===== src/rtl/tff_en.sv =====
// T flip-flop with toggle enable and asynchronous active-high clear.
// Internally a D flip-flop whose next state is q XOR t.
module tff_en (
    input  logic clk,
    input  logic clr,
    input  logic t,
    output logic q
);

    logic q_q;
    logic q_d;

    always_comb begin
        q_d = q_q ^ t;
    end

    // NOTE: sequential state uses non-blocking assignments so every flop
    // samples pre-edge values; the clear is in the sensitivity list so it acts without a clock.
    always_ff @(posedge clk or posedge clr) begin
        if (clr) begin
            q_q <= 1'b0;
        end else begin
            q_q <= q_d;
        end
    end

    assign q = q_q;

endmodule


===== src/rtl/counter_16.sv =====
// Fully synchronous modulo-2^WIDTH up counter built from tff_en bits
// with an AND carry chain; tc flags the enabled all-ones state.
module counter_16 #(
    parameter int WIDTH = 4
) (
    input  logic             clk,
    input  logic             clrn,
    input  logic             ena,
    output logic [WIDTH-1:0] out,
    output logic             tc
);

    // carry[i] is the toggle for bit i: ena AND all lower bits set.
    logic [WIDTH:0] carry;

    assign carry[0] = ena;

    for (genvar i = 0; i < WIDTH; i++) begin : g_bit
        assign carry[i+1] = carry[i] & out[i];

        tff_en u_tff (
            .clk (clk),
            .clr (clrn),
            .t   (carry[i]),
            .q   (out[i])
        );
    end

    assign tc = carry[WIDTH] & ~clrn;

endmodule


===== config.mk =====
export PLATFORM = sky130hd
export DESIGN_NAME = counter_16
export DESIGN_NICKNAME = d
export VERILOG_FILES = /design/src/rtl/tff_en.sv /design/src/rtl/counter_16.sv
export SDC_FILE = /design/constraint.sdc
export NUM_CORES = 1
export LEC_CHECK = 0
export BUFFER_PORTS_ARGS = -buffer_cell sky130_fd_sc_hd__buf_2
export CAP_MARGIN = 20
export CELL_PAD_IN_SITES_DETAIL_PLACEMENT = 1
export CELL_PAD_IN_SITES_GLOBAL_PLACEMENT = 1
export CORE_AREA = 2 2 39 41
export DETAILED_ROUTE_END_ITERATION = 12
export DIE_AREA = 0 0 41 43
export PLACE_DENSITY = 0.4
export SYNTH_ARGS = -nofsm -noshare
export SYNTH_HDL_FRONTEND = slang
export SYNTH_SLANG_ARGS = --single-unit
export TNS_END_PERCENT = 5

===== constraint.sdc =====
create_clock -name clk -period 1.57 [get_ports clk]
set_input_delay 0.2355 -clock clk [delete_from_list [all_inputs] [get_ports clk]]
set_output_delay 0.2355 -clock clk [all_outputs]
set_load 0.005 [all_outputs]

==> results of run 1 <==
[what timing repair did]
| action | CTS | global route |
|---|---|---|
| endpoints found under the setup margin | 1 | 1 |
| resized for setup | 7 | 0 |
| pin swaps | 2 | 2 |
| hold endpoints to repair | 4 | 0 |
| hold buffers | 1 | 0 |
[worst max-delay path: stages (launching register included)]
cell     delay (ns)
dfrtp_1        0.37
ha_2           0.19
ha_4           0.16
ha_4           0.15
ha_4           0.14
nor2b_1        0.11
buf_2          0.12
[routing by layer]
layer	wire [um]	up-vias
li1	-	58
met5	0	-
met4	0	0
met3	41	0
met1	129	50
met2	106	8
[cell families after synthesis]
| group | Yosys count | share of synthesized area, % |
|---|---|---|
| AND/OR/NAND/NOR | 1 | 3.29 |
| adder cells (fa/ha/maj) | 4 | 26.3 |
| flip-flops | 4 | 52.6 |
| buffers and inverters | 5 | 17.8 |
[cells in the final DEF (no fill, tap or decap), drive strengths merged]
cell | synthesis | final
buf | 4 | 7
ha | 4 | 4
inv | 1 | 1
dfrtp | 4 | 4
nor2b | 1 | 1
dlygate4sd3 | 0 | 1
clkbuf | 0 | 3
[worst max path at each step]
stage,depth (start not counted),to
after detailed placement,6,tc
after floorplan,5,tc
final,6,tc
after global placement,6,tc
after global routing,6,tc
after CTS,6,tc
[power breakdown]
group	internal, mW	total (mW)	switching, mW	leakage (nW)
logic	0.0893	0.149	0.0595	0.0712
registers	0.159	0.208	0.0491	0.0469
clock network	0.0852	0.123	0.0374	0.0138
[layout make-up]
cell class	count	area share, %
inverters	1	1.30
clock buffers	3	7.83
flip-flops and latches	4	34.8
repair buffers	8	15.7
well taps	16	6.96
multi-input cells	5	33.5
[metrics by stage]
step                      instances  cell area [um2]  setup TNS [ns]
after floorplan                  14              190               0
after global placement           33              215               0
after global routing             37              288          -0.201
final                            37              288          -0.132
after detailed placement         33              215               0
after CTS                        37              288          -0.163
==> flow_summary_export.csv, run 1 <==
group,metric,value,unit
timing,maxSlewViolCount,0,
clocking,cts_buffers,3,
synthesis,syn-num-nets,21,
timing,setup_ws,-0.132,ns
min_path,min_to,"g_bit[0].u_tff.q",
global_route,grt-busiest-layer,"met4",
final_layout,final_util,20.8,%
timing,worst_pin_slew,0.149,ns
setup_path,path_max_fanout,2,
clocking,cts_buffer_depth,2,
floorplanning,die_w,41,um
final_layout,largest_reg_flops,4,
clocking,postCtsSetupBuffers,0,
final_layout,diodes,0,
setup_path,r2r-end,"g_bit[3].u_tff.q",
drt,dr.pass1.iters,1,
timing,slew_headroom,90.0,%
synthesis,synth_commonest_cells,"4 x buf_4, 4 x dfrtp_1, 4 x ha_1",
min_path,min_from,"ena",
synthesis,yosys_most_used_dff,"dfrtp_1",
global_route,grt_max_degree,5,
min_path,worstHoldPathCells,2,
pwr,total_power,0.480,mW
timing,fmax,0.587,GHz
drt,dr.first_iter.drc_count,0,
synthesis,ys_seq_elements,4,
floorplanning,start_util,13.7,%
global_route,grt_pass1_vias,119,
drt,drt_wl_total,277,um
clocking,cts.sinks,4,
final_layout,fillCellCount,151,
global_route,gr-usage-met1,4.59,%
timing,holdWs,0.268,ns
synthesis,ys_warn_count,0,
global_route,use_met2,4.06,%
place,port_buffers,7,
clocking,cts_tree,"built",
global_route,met3_usage,4.71,%
setup_path,critPathArrivalTime,1.47,ns
synthesis,syn_avg_cell_area,13.6,um2
setup_path,critical_path_class,"flip-flop to output port",
floorplanning,dieArea,1760,um2
synthesis,syn_inst,14,
timing,setup_viol,1,
synthesis,ys_seq_area_share,52.6,%
run_status,violations,"negative setup slack",
timing,layout_worst_path_cycle_share,108,%
timing,fin_skew,0.000384,ns
drt,viasPerCell,3.14,
timing,period_needed,1.70,ns
setup_path,rrSetupSlack,0.38,ns
drt,wire_per_inst,7.49,um
place,dp_slack,0.0272,ns
clocking,clk_latency,0.23,ns
clocking,clock-root-buffer,"clkbuf_4",
synthesis,synthTopCellsByArea,"dfrtp_1 53%, ha_1 26%, buf_4 16%",
setup_path,rr_worst_depth,4,
min_path,min_path_type,"input pin to flip-flop",
clocking,htreeDepth,1,
synthesis,async_flop_share,100,%
clocking,path_clk_slew,0.04,ns
global_route,antenna_found_initial,0,
timing,rsz0062_at_grt,"true",
floorplanning,num_rows,14,
setup_path,worstSetupStartpoint,"g_bit[0].u_tff.q",
synthesis,netlist_area,190,um2
setup_path,endpoint_kind,"output port",
floorplanning,core-area,1380,um2
final_layout,regArea,100,um2
synthesis,synth_area_leader_cell,"dfrtp_1",
place,gp_congestion,0.540,
floorplanning,pin_count,8,
global_route,grt_overflow_total,0,
final_layout,multi_input_area,96.3,um2
pwr,ir_drop,0.684,mV
final_layout,syn_to_final_growth,51.3,%
global_route,gr-usage-all-layers,4.55,%
run_status,status,"finished with violations",
final_layout,num-nets-final,30,
pwr,powerDensity,1670,nW/um2
setup_path,startpoint_type,"flip-flop",
drt,drc_errors,0,
synthesis,synth-edff-count,0,
pwr,p_leak,0.132,nW
final_layout,drive_gt1_share,66.7,%
timing,hold_viol_final,0,
setup_path,rr_startpoint,"g_bit[0].u_tff.q",
floorplanning,fp.dieH,43,um
global_route,grt_first_pass_wirelength,441,um
setup_path,worst_ep_required_time,1.33,ns
synthesis,yosys.cell_types.count,5,
synthesis,synth_top_area_share,52.6,%
drt,postRouteAntennaNets,0,
drt,vias,116,
flow_run,max_cap_violations,0,
Power figures use the tool's default switching activity.
==> inputs of run 2 (changes only) <==
Settings changed: REMOVE_ABC_BUFFERS set to 1, SYNTH_HIERARCHICAL set to 1.
==> flow_summary_export.csv, run 2 <==
group,metric,value,unit
run_status,status,"finished, final reports clean",
min_path,worstHoldPathCells,2,
pwr,p_leak,0.157,nW
pwr,p_clk_share,27.0,%
timing,maxSlewViolCount,0,
timing,worst_pin_slew,0.155,ns
synthesis,synthTopCellsByArea,"dfrtp_1 56%, xor2_1 19%, inv_1 8.3%",
drt,viasPerCell,3.44,
timing,rsz0062_at_grt,"false",
drt,dr.pass1.iters,2,
synthesis,yosys.cell_types.count,7,
place,gp_congestion,0.700,
floorplanning,fp.dieH,43,um
flow_run,max_cap_violations,0,
clocking,path_clk_slew,0.04,ns
global_route,grt_first_pass_wirelength,696,um
setup_path,endpoint_kind,"output port",
global_route,grt-busiest-layer,"met3",
clocking,clk_latency,0.23,ns
clocking,cts.sinks,4,
synthesis,async_flop_share,100,%
floorplanning,start_util,13.0,%
timing,period_needed,1.47,ns
synthesis,ys_warn_count,6,
final_layout,diodes,0,
min_path,min_path_type,"input pin to flip-flop",
min_path,min_to,"g_bit[0].u_tff/q",
timing,holdWs,0.227,ns
global_route,grt_overflow_total,0,
clocking,cts_buffers,3,
final_layout,final_cell_mix,"7 x buf_2, 4 x xor2_1, 4 x inv_1, 4 x dfrtp_1, 3 x clkbuf_4",
final_layout,fillCellCount,161,
setup_path,path_max_fanout,5,
setup_path,r2r-end,"g_bit[3].u_tff/q",
timing,final.setup.tns,0,ns
global_route,gr-usage-all-layers,6.85,%
setup_path,rr_worst_depth,2,
synthesis,synth-xor-area-share,19.4,%
pwr,total_power,0.474,mW
drt,drc_errors,0,
setup_path,rr_startpoint,"g_bit[1].u_tff/q",
setup_path,worst_ep_required_time,1.33,ns
floorplanning,die_w,41,um
final_layout,num-nets-final,32,
synthesis,synth-edff-count,0,
timing,setup_viol,0,
clocking,clock-root-buffer,"clkbuf_4",
final_layout,layout_commonest_cell,"buf_2",
clocking,cts_buffer_depth,2,
setup_path,rrSetupSlack,0.65,ns
synthesis,synth-simple-area-share,16.7,%
drt,drt_wl_total,406,um
synthesis,ys_seq_area_share,55.6,%
timing,layout_worst_path_cycle_share,93.4,%
setup_path,critPathArrivalTime,1.23,ns
synthesis,synth_compound_area_share,0,%
drt,postRouteAntennaNets,0,
pwr,pwr-share-seq,45.1,%
synthesis,ys_seq_elements,4,
global_route,antenna_found_initial,0,
clocking,htreeDepth,1,
drt,dr.first_iter.drc_count,2,
setup_path,critical_path_class,"input pin to output port",
synthesis,syn_avg_cell_area,11.3,um2
synthesis,syn_inst,16,
setup_path,startpoint_type,"input pin",
pwr,switchingPower,0.153,mW
clocking,cts_resized,0,
pwr,ir_drop,0.570,mV
final_layout,largest_reg_flops,4,
timing,fmax,0.682,GHz
timing,fin_skew,0.00194,ns
clocking,cts_tree,"built",
pwr,p_sw_share,32.3,%
final_layout,syn_to_final_growth,48.6,%
synthesis,synth_top_area_share,55.6,%
synthesis,synth_top_family_by_area,"XOR/XNOR gates",
global_route,use_met2,6.25,%
clocking,postCtsSetupBuffers,0,
min_path,min_from,"ena",
synthesis,synth_area_leader_cell,"dfrtp_1",
timing,hold_viol_final,0,
final_layout,drive_gt1_share,37.0,%
pwr,comb_power_share,27.8,%
synthesis,netlist_area,180,um2
global_route,grt_max_degree,6,
drt,vias,148,
global_route,grt_pass1_vias,148,
floorplanning,dieArea,1760,um2
place,port_buffers,7,
timing,slew_headroom,89.6,%
global_route,met3_usage,9.42,%
pwr,powerDensity,1770,nW/um2
synthesis,synth_commonest_cells,"4 x dfrtp_1, 4 x inv_1, 4 x xor2_1",
drt,wire_per_inst,9.44,um
pwr,power.internal,0.321,mW
floorplanning,num_rows,14,
floorplanning,pin_count,8,
global_route,gr-usage-met1,8.77,%
clocking,hold_buffers,1,
synthesis,synthAdderAreaFrac,0,%
floorplanning,core-area,1380,um2
synthesis,synth_mux_area_share,0,%
synthesis,yosys_most_used_dff,"dfrtp_1",
-- run 2: stage by stage --
stage               util, %  std cells  setup slack, ns  instance area, um2
floorplan                 -         16            0.554                 180
global placement       17.0         39            0.450                 235
detailed placement     17.0         39            0.413                 235
CTS                    19.3         43           0.0967                 268
global route           19.3         43           0.0709                 268
finish                 19.3         43            0.103                 268
-- run 2: area by class of cell --
type | count | area, um2 | share of cell area, %
clock buffers | 3 | 22.5 | 8.41
inverters | 4 | 15.0 | 5.61
multi-input cells | 8 | 65.1 | 24.3
flip-flops and latches | 4 | 100 | 37.4
well taps | 16 | 20.0 | 7.48
repair buffers | 8 | 45.0 | 16.8
-- run 2: cells by family (layout without fill, tap and decap cells) --
group / after synthesis / count (layout)
buffers and inverters: 4 / 15
XOR/XNOR: 4 / 4
AND/OR/NAND/NOR: 4 / 4
flip-flops: 4 / 4
-- run 2: worst max-delay path by stage --
stage | cells past startpoint | endpoint | start | slack [ns]
after floorplan | 2 | tc | g_bit[1].u_tff/q | 0.55
after CTS | 4 | tc | clrn | 0.1
after global routing | 4 | tc | clrn | 0.07
after global placement | 3 | tc | g_bit[1].u_tff/q | 0.45
final | 4 | tc | clrn | 0.10
after detailed placement | 3 | tc | g_bit[1].u_tff/q | 0.41
-- run 2: critical path: stages --
cell and delay, ns:
dlygate4sd3_1 0.53, buf_2 0.15, and3b_1 0.21, buf_2 0.11
-- run 2: power groups by stage --
stage,registers [mW],clock network (mW),logic [mW]
final,0.214,0.128,0.132
after CTS,0.216,0.134,0.135
after global placement,0.206,0,0.133
after floorplan,0.211,0,0.0593
after detailed placement,0.216,0,0.132
after global routing,0.226,0.144,0.151
-- run 2: layer usage --
layer,vias to the layer above,wire [um]
li1,72,-
met1,65,190
met2,11,139
met3,0,76
met4,0,0
met5,-,0
==> inputs of run 3 (changes only) <==
--- a/config.mk
+++ b/config.mk
@@ -8,3 +8,3 @@
 export BUFFER_PORTS_ARGS = -buffer_cell sky130_fd_sc_hd__buf_2
-export CAP_MARGIN = 20
+export CAP_MARGIN = 40
 export CELL_PAD_IN_SITES_DETAIL_PLACEMENT = 1
==> constraint.sdc (replaced) <==
create_clock -name clk -period 1.57 [get_ports clk]
set_input_delay 0.157 -clock clk [delete_from_list [all_inputs] [get_ports clk]]
set_output_delay 0.157 -clock clk [all_outputs]
set_load 0.005 [all_outputs]
==> flow_summary_export.csv, run 3 (synthesis results as in run 2) <==
group,metric,value,unit
place,port_buffers,7,
place,gp_congestion,0.652,
final_layout,num-nets-final,32,
drt,drc_errors,0,
clocking,clock-root-buffer,"clkbuf_4",
timing,hold_viol_final,0,
timing,rsz0062_at_grt,"false",
pwr,comb_power_share,27.9,%
global_route,grt_pass1_vias,154,
timing,holdWs,0.162,ns
final_layout,diodes,0,
clocking,cts.sinks,4,
drt,postRouteAntennaNets,0,
floorplanning,fp.dieH,43,um
clocking,postCtsSetupBuffers,0,
clocking,hold_buffers,1,
pwr,p_leak,0.157,nW
timing,fmax,0.763,GHz
place,placed_cell_area,235,um2
setup_path,path_max_fanout,4,
setup_path,worst_ep_required_time,1.41,ns
drt,vias,147,
pwr,pwr-share-seq,45.5,%
setup_path,critPathArrivalTime,1.15,ns
clocking,cts_buffer_depth,2,
final_layout,final_cell_mix,"7 x buf_2, 4 x xor2_1, 4 x inv_1, 4 x dfrtp_1, 3 x clkbuf_4",
final_layout,drive_gt1_share,37.0,%
timing,slew_headroom,90.5,%
global_route,grt_first_pass_wirelength,641,um
timing,maxSlewViolCount,0,
timing,setup_viol,0,
pwr,power.internal,0.320,mW
drt,viasPerCell,3.42,
floorplanning,pin_count,8,
run_status,status,"finished, final reports clean",
final_layout,stdcell_area,268,um2
timing,period_needed,1.31,ns
flow_run,max_cap_violations,0,
floorplanning,die_w,41,um
min_path,min_path_type,"input pin to flip-flop",
final_layout,regArea,100,um2
floorplanning,core-area,1380,um2
setup_path,critical_path_class,"flip-flop to output port",
pwr,p_sw_share,31.8,%
timing,final.setup.tns,0,ns
timing,worst_pin_slew,0.142,ns
drt,dr.first_iter.drc_count,1,
pwr,switchingPower,0.149,mW
clocking,cts_resized,0,
pwr,p_clk_share,26.6,%
pwr,ir_drop,0.621,mV
clocking,cts_tree,"built",
floorplanning,num_rows,14,
global_route,antenna_found_initial,0,
setup_path,endpoint_kind,"output port",
global_route,gr-usage-all-layers,6.95,%
final_layout,fillCellCount,164,
pwr,powerDensity,1750,nW/um2
clocking,htreeDepth,1,
setup_path,startpoint_type,"flip-flop",
clocking,clk_latency,0.23,ns
final_layout,syn_to_final_growth,48.6,%
global_route,grt_overflow_total,0,
timing,fin_skew,0.00380,ns
timing,layout_worst_path_cycle_share,83.5,%
floorplanning,dieArea,1760,um2
clocking,path_clk_slew,0.03,ns
drt,dr.pass1.iters,2,
drt,drt_wl_total,382,um
drt,wire_per_inst,8.88,um
global_route,grt_max_degree,6,
final_layout,layout_commonest_cell,"buf_2",
floorplanning,start_util,13.0,%
final_layout,multi_input_area,65.1,um2
final_layout,largest_reg_flops,4,
clocking,cts_buffers,3,
run 3: path summary, 6_finish.rpt:
path	start	endpoint	slack (ns)	cells past startpoint
max	g_bit[1].u_tff/q	tc	0.26	3
min	ena	g_bit[0].u_tff/q	0.16	2
max reg2reg	g_bit[1].u_tff/q	g_bit[3].u_tff/q	0.66	2
min reg2reg	g_bit[2].u_tff/q	g_bit[2].u_tff/q	0.48	1
max in group asynchronous	clrn	g_bit[1].u_tff/q	1.13	3
min in group asynchronous	clrn	g_bit[3].u_tff/q	0.34	3
run 3: area by class of cell:
class                      instances  share of cell area [%]
timing repair buffer               8                    16.8
tap                               16                    7.48
sequential                         4                    37.4
clock buffer                       3                    8.41
multi-input combinational          8                    24.3
inverter                           4                    5.61
run 3: metrics by stage:
stage,setup slack (ns),cells,power [mW],util [%]
finish,0.259,43,0.470,19.3
global route,0.186,43,0.524,19.3
CTS,0.241,43,0.484,19.3
detailed placement,0.494,39,0.349,17.0
global placement,0.513,39,0.338,17.0
floorplan,0.633,16,0.270,-
run 3: routing by layer:
layer  wire [um]  track usage, %  vias up  part of all wire, %
met1         174            7.14       64                   46
met3          59            9.42        2                   15
met4          10            6.00        0                  2.6
met2         137            6.25       10                   36
li1            -               -       71                    -
met5           0               0        -                    0
run 3: power by group through the flow:
stage / clock [mW] / sequential (mW) / combinational (mW)
6_report: 0.125 / 0.214 / 0.131
3_5_place_dp: 0 / 0.218 / 0.131
2_1_floorplan: 0 / 0.211 / 0.0593
3_3_place_gp: 0 / 0.208 / 0.130
5_1_grt: 0.148 / 0.226 / 0.150
4_1_cts: 0.134 / 0.217 / 0.134
run 3: worst max-delay path, stage by stage, from the launching register on:
cell and delay [ns]:
dfrtp_1 0.40, and4_1 0.23, and3b_1 0.17, buf_2 0.12
